==> src/rtl/adder64_serial_seq.sv <==
// rtl/adder64_serial_seq.sv - WIDTH-bit adder built by stepping a SLICE-bit lookahead slice LSB to MSB
// One slice per clock; carry is registered between steps, valid/ready on both sides.
module adder64_serial_seq #(
   parameter int WIDTH = 64,
   parameter int SLICE = 2
) (
   input  logic             clk,
   input  logic             rst_n,
   input  logic             in_valid,
   output logic             in_ready,
   input  logic [WIDTH-1:0] a,
   input  logic [WIDTH-1:0] b,
   input  logic             cin,
   output logic             out_valid,
   input  logic             out_ready,
   output logic [WIDTH-1:0] sum,
   output logic             cout,
   output logic             ovf,
   output logic             busy
);

   localparam int SL     = (SLICE < 1) ? 1 : SLICE;
   localparam int N      = WIDTH / SL;
   localparam int STEP_W = (N > 1) ? $clog2(N) : 1;
   localparam logic [STEP_W-1:0] LAST_STEP = STEP_W'(N - 1);

   generate
      if (SLICE < 1 || (WIDTH % SL) != 0) begin : g_bad_params
         $error("adder64_serial_seq: WIDTH must be a positive multiple of SLICE");
      end
   endgenerate

   typedef enum logic [1:0] {S_IDLE, S_RUN, S_DONE} state_t;

   state_t             state_q, state_d;
   logic [STEP_W-1:0]  step_q, step_d;
   logic               carry_q, carry_d;
   logic [WIDTH-1:0]   a_q, a_d;
   logic [WIDTH-1:0]   b_q, b_d;
   logic [WIDTH-1:0]   sum_q, sum_d;
   logic               cout_q, cout_d;
   logic               ovf_q, ovf_d;

   logic [SL-1:0]      sa, sb, sg, sp, ss;
   logic [SL:0]        sc;
   logic               acc_c, acc_p;
   logic               accept, release_res;

   // Slice adder: each carry is the flattened generate/propagate product back to carry_q.
   always_comb begin
      sa    = a_q[step_q*SL +: SL];
      sb    = b_q[step_q*SL +: SL];
      sg    = sa & sb;
      sp    = sa ^ sb;
      sc    = '0;
      sc[0] = carry_q;
      acc_c = 1'b0;
      acc_p = 1'b0;
      for (int i = 0; i < SL; i++) begin
         acc_c = sg[i];
         acc_p = sp[i];
         for (int j = i - 1; j >= 0; j--) begin
            acc_c = acc_c | (acc_p & sg[j]);
            acc_p = acc_p & sp[j];
         end
         sc[i+1] = acc_c | (acc_p & carry_q);
      end
      ss = sp ^ sc[SL-1:0];
   end

   assign accept      = in_valid && (state_q == S_IDLE);
   assign release_res = out_ready && (state_q == S_DONE);

   always_ff @(posedge clk or negedge rst_n) begin
      if (!rst_n) begin
         state_q <= S_IDLE;
         step_q  <= '0;
         carry_q <= 1'b0;
         a_q     <= '0;
         b_q     <= '0;
         sum_q   <= '0;
         cout_q  <= 1'b0;
         ovf_q   <= 1'b0;
      end else begin
         state_q <= state_d;
         step_q  <= step_d;
         carry_q <= carry_d;
         a_q     <= a_d;
         b_q     <= b_d;
         sum_q   <= sum_d;
         cout_q  <= cout_d;
         ovf_q   <= ovf_d;
      end
   end

   always_comb begin
      state_d = state_q;
      step_d  = step_q;
      carry_d = carry_q;
      a_d     = a_q;
      b_d     = b_q;
      sum_d   = sum_q;
      cout_d  = cout_q;
      ovf_d   = ovf_q;
      case (state_q)
         S_IDLE: begin
            if (accept) begin
               state_d = S_RUN;
               a_d     = a;
               b_d     = b;
               carry_d = cin;
               step_d  = '0;
               sum_d   = '0;
            end
         end
         S_RUN: begin
            sum_d[step_q*SL +: SL] = ss;
            carry_d                = sc[SL];
            if (step_q == LAST_STEP) begin
               cout_d  = sc[SL];
               ovf_d   = sc[SL-1] ^ sc[SL];
               state_d = S_DONE;
            end else begin
               step_d = step_q + 1'b1;
            end
         end
         S_DONE: begin
            if (release_res) state_d = S_IDLE;
         end
         default: state_d = S_IDLE;
      endcase
   end

   always_comb begin
      in_ready  = (state_q == S_IDLE);
      out_valid = (state_q == S_DONE);
      busy      = (state_q != S_IDLE);
      sum       = sum_q;
      cout      = cout_q;
      ovf       = ovf_q;
   end

endmodule

==> config.mk <==
export PLATFORM = sky130hd
export DESIGN_NAME = adder64_serial_seq
export DESIGN_NICKNAME = d
export VERILOG_FILES = /design/src/rtl/adder64_serial_seq.sv
export SDC_FILE = /design/constraint.sdc
export NUM_CORES = 1
export LEC_CHECK = 0
export BUFFER_PORTS_ARGS = -buffer_cell sky130_fd_sc_hd__buf_2
export CAP_MARGIN = 20
export CORE_MARGIN = 3
export CORE_UTILIZATION = 50
export CTS_CLUSTER_DIAMETER = 40
export DETAILED_ROUTE_END_ITERATION = 10
export GPL_TIMING_DRIVEN = 0
export PLACE_DENSITY = 0.74
export SLEW_MARGIN = 20
export SYNTH_ARGS = -nofsm -noshare
export SYNTH_HDL_FRONTEND = slang
export SYNTH_SLANG_ARGS = --single-unit
export TNS_END_PERCENT = 5
==> constraint.sdc <==
create_clock -name clk -period 4.1 [get_ports clk]
set_clock_uncertainty 0.05 [all_clocks]
set_input_delay 0.205 -clock clk [delete_from_list [all_inputs] [get_ports clk]]
set_output_delay 0.205 -clock clk [all_outputs]
set_load 0.02 [all_outputs]
==> metrics.md <==
| Metric | Value |
|---|---|
| Run status | `complete, no violations` |
| Fraction of layout instances using a drive strength above 1 | `21.88%` |
| Worst flop-to-flop path startpoint | `step_q[1]$_DFFE_PN0P_` |
| Antenna violations before repair | `1` |
| Number of CTS-inserted buffers | `29` |
| GP Congestion | `0.9268` |
| Synth cell types | `67` |
| Total wire length | `32510 um` |
| First-pass GRT wire length | `about 52000 um` |
| Vias/cell | `5.553` |
| Critical Path AT | `4.28 ns` |
| Net switching power | `4.845 mW` |
| Top_reg_cell synth | `dfrtp_1` |
| CP peak stage delay | `0.53 ns` |
| Clk pwr share | `roughly 22%` |
| Number of DRC markers in iteration 0 | `792` |
| Met2 routed WL | `16300 um` |
| Worst Setup SP | `step_q[1]$_DFFE_PN0P_` |
| Final Hold Fails | `0` |
| Met1 wire length | `12490 um` |
| WHS | `0.08323 ns` |
| Full die area | `~21000 um^2` |
| Clock latency on the worst-skew pair | `between 0.5 and 0.6 ns` |
| Setup violators final | `0` |
| Fin nets | `1561` |
| Cells after DPL | `1517` |
| Fmax | `258.0 MHz` |
| Switching Share | `44.01%` |
| Vias in the first global route | `9786` |
| P per Cell Area | `around 800 nW/um^2` |
| Routed len/inst | `approximately 19 um` |
| Synth Register Bits | `202` |
| Maxcap violations | `0` |
| CTS tree | `done` |
| Clock root cell | `clkbuf_16` |
| Area added between synthesis and finish | `37.94%` |
| Period utilization | `a little over nine tenths` |
| Worst path cell trace | `buf_6 -> buf_2 -> nor2_1 -> a22oi_1 -> o211ai_1 -> o22a_1 -> fa_2 -> xor2_4 -> and2_0 -> clkbuf_1 -> nand2_1 -> o22ai_1` |
| Reg2reg setup slack | `roughly 0.22 ns` |
| Fin. max-slew vios | `0` |
| Critical path type | `reg -> reg` |
| Placement Setup Slack | `-0.2377 ns` |
| Die Y | `between 100 and 150 um` |
| HP Start | `in_valid` |
| Top sig layer | `met4` |
| Post-synthesis async set-or-reset flop share | `100.0%` |
| Reg power frac | `30.1%` |
| Critical Path End | `sum[37]$_DFFE_PN0P_` |
| WP data required | `4.50 ns` |
| CTS clk-pin slew, worst paths | `0.06 ns` |
| Die span in x | `146.1 um` |
| Post-Layout Cell Count | `approximately 1700` |
| Max IR drop VDD | `0.6456 mV` |
| CP bufs+invs | `3` |
| Logic pwr share | `47.6%` |
| Initial core utilization | `51.61%` |
| Core Region | `19020 um^2` |
| IO Port Bufs | `201` |
| Worst R2R Path Depth | `12` |
| Relative slew slack | `41.25%` |
| Reg-to-Reg End | `sum[37]$_DFFE_PN0P_` |
| Largest net degree at the start of global routing | `101` |
| Seq/Total Area, Yosys | `51.50%` |
| Actual slew at the worst max-slew pin | `around 0.9 ns` |
| Hold Crit Class | `in -> reg` |
| DRT antenna net count | `0` |
| Internal power | `6.165 mW` |
| Worst setup margin | `0.2233 ns` |
| Worst hold stages | `4` |
| Setup_tns | `0 ns` |
| Ys Warns | `0` |
| Row Count | `50` |
| Slowest-stage cell, CP | `dfrtp_1` |
| Min cycle time layout | `between 3 and 4 ns` |
| Worst setup EP type | `register` |
| Critical path's top delay family | `compound AO/OA/AOI/OAI gates` |
| Residual DRC | `0` |
| Aggregate global-route resource usage | `30.15%` |
| CTS H-tree lvls | `1` |
| 1st-pass router iterations | `6` |
| Syn Inst Count | `1054` |
| WL met3 | `~2300 um` |
| Number of flops mapped to enable cells by yosys | `0` |
| RSZ-0062 raised after global routing | `no` |
| Clock buffer depth | `3` |
| I/O Pins | `202` |
| Setup bufs post-CTS | `0` |
| Worst-path fanout max | `10` |
| Critical Path Source Type | `register` |
| Syn avg cell area | `between 9 and 10 um^2` |
| Mapped cell area | `~9800 um^2` |
| Clk sinks | `slightly above 200` |
| WP depth | `12` |
| HPWL Detailed | `20410 um` |
| Via count | `9445` |
| Leakage | `6.734 nW` |
| Grt total ovfl | `0` |
| Syn Nets | `between 1000 and 1500` |
[cells by family (layout without fill, tap and decap cells)]
| group | Yosys count | in the layout | synth area share [%] |
|---|---|---|---|
| AO/OA/AOI/OAI | 92 | 92 | 7.420 |
| XOR/XNOR | 6 | 6 | 0.6885 |
| adder cells (fa/ha/maj) | 10 | 10 | 1.351 |
| buffers and inverters | 77 | 463 | 3.506 |
| flip-flops | 202 | 202 | 51.50 |
| multiplexers | 81 | 81 | 10.49 |
| other | 0 | 1 | 0 |
| AND/OR/NAND/NOR | 586 | 586 | 25.04 |
[worst min-delay path, stage by stage]
cell	delay (ns)
buf_2	0.14
a21oi_1	0.08
o22ai_1	0.14
a21oi_1	0.06
[sequential cells by signal (all words and copies together), names as in the netlist]
register / cells
sum: 64
ovf: 1
state_q: 2
step_q: 5
cout: 1
carry_q: 1
a_q: 64
b_q: 64
[layout make-up]
| type | instances | area (um^2) |
|---|---|---|
| diodes | 1 | 2.502 |
| plain buffers | 66 | 310.3 |
| clock buffers | 34 | 754.5 |
| clock inverters | 19 | 216.5 |
| fillers | 1423 | 5480 |
| inverters | 10 | 37.54 |
| multi-input cells | 775 | 4454 |
| flip-flops and latches | 202 | 5055 |
| well taps | 260 | 325.3 |
| repair buffers | 334 | 2382 |
[through the flow]
stage / utilization, % / area [um^2] / power, mW
after detailed placement: 58.95 / 11210 / 8.172
final: 71.18 / 13540 / 11.01
after floorplan: - / 9814 / 6.584
after CTS: 71.09 / 13520 / 10.88
after global placement: 58.61 / 11150 / 8.033
after global routing: 71.18 / 13540 / 11.65
[cell usage in the layout (no fill, tap or decap), types with 4 or more instances in the layout]
master	netlist	final
mux2i_1	59	59
clkbuf_16	0	29
a32o_1	6	6
mux2_2	5	5
ha_1	9	8
nor2b_1	8	8
nor2_1	22	22
dlygate4sd3_1	0	131
clkinv_4	0	6
a22o_1	5	5
dfrtp_1	202	202
nand3_1	28	28
o211ai_1	7	7
buf_2	8	207
inv_1	10	10
nand2b_1	4	4
buf_6	3	4
o41ai_1	6	6
nand4_1	12	12
mux4_2	17	17
clkbuf_1	48	50
o22ai_1	7	7
and3_1	4	4
inv_6	0	4
buf_4	6	6
a31oi_1	5	5
o21ai_0	7	7
nand2_1	462	462
and2_1	5	5
a21oi_1	6	6
a22oi_1	14	14
o311ai_0	10	7
nor3_2	2	5
nor3_1	15	12
[power by group through the flow]
stage	logic, mW	clock network [mW]	registers, mW
floorplan	3.16	0	3.42
global placement	4.75	0	3.28
detailed placement	4.86	0	3.32
CTS	5.11	2.48	3.29
global route	5.67	2.57	3.41
finish	5.24	2.46	3.31
[cell usage after synthesis, types with 3 or more instances]
| cell | number | area share, % |
|---|---|---|
| nor2b_1 | 8 | 0.51 |
| o41ai_1 | 6 | 0.54 |
| dfrtp_1 | 202 | 52 |
| xor2_1 | 4 | 0.36 |
| buf_6 | 3 | 0.34 |
| a21oi_1 | 6 | 0.31 |
| mux2_2 | 5 | 0.57 |
| nor3b_1 | 3 | 0.23 |
| inv_1 | 10 | 0.38 |
| nand4_1 | 12 | 0.76 |
| mux2i_1 | 59 | 6.0 |
| clkbuf_1 | 48 | 1.8 |
| and2_1 | 5 | 0.32 |
| a31oi_1 | 5 | 0.32 |
| nor3_1 | 15 | 0.76 |
| or3_1 | 3 | 0.19 |
| a32o_1 | 6 | 0.61 |
| buf_4 | 6 | 0.46 |
| nor2_2 | 3 | 0.19 |
| o22ai_1 | 7 | 0.45 |
| o211ai_1 | 7 | 0.54 |
| o21ai_0 | 7 | 0.36 |
| nand3_1 | 28 | 1.4 |
| nand2_1 | 462 | 18 |
| ha_1 | 9 | 1.1 |
| nand2b_1 | 4 | 0.25 |
| mux4_2 | 17 | 3.9 |
| a22oi_1 | 14 | 1.1 |
| nor2_1 | 22 | 0.84 |
| buf_2 | 8 | 0.41 |
| a22o_1 | 5 | 0.45 |
| o311ai_0 | 10 | 0.89 |
| and3_1 | 4 | 0.25 |
[per-layer routing]
metal | vias to the layer above | global-route usage, %
li1 | 4287 | -
met5 | - | 0
met1 | 4579 | 38.22
met3 | 114 | 4.531
met4 | 0 | 11.71
met2 | 465 | 52.52
[repair_timing]
action                                 4_1_cts  5_1_grt
setup endpoints to repair                   18       40
endpoints found under the hold margin      231        0
gates resized for setup                      5        8
hold buffers                               131        0
[worst min path at each step]
stage                                endpoint  slack [ns]
after floorplan            a_q[0]$_DFFE_PN0P_       -0.14
after global placement     b_q[4]$_DFFE_PN0P_        0.35
after detailed placement  sum[35]$_DFFE_PN0P_       -0.05
after CTS                 carry_q$_DFFE_PN0P_        0.05
after global routing      carry_q$_DFFE_PN0P_        0.12
final                     carry_q$_DFFE_PN0P_        0.08
Note: power is estimated with default switching activity, not from simulation.
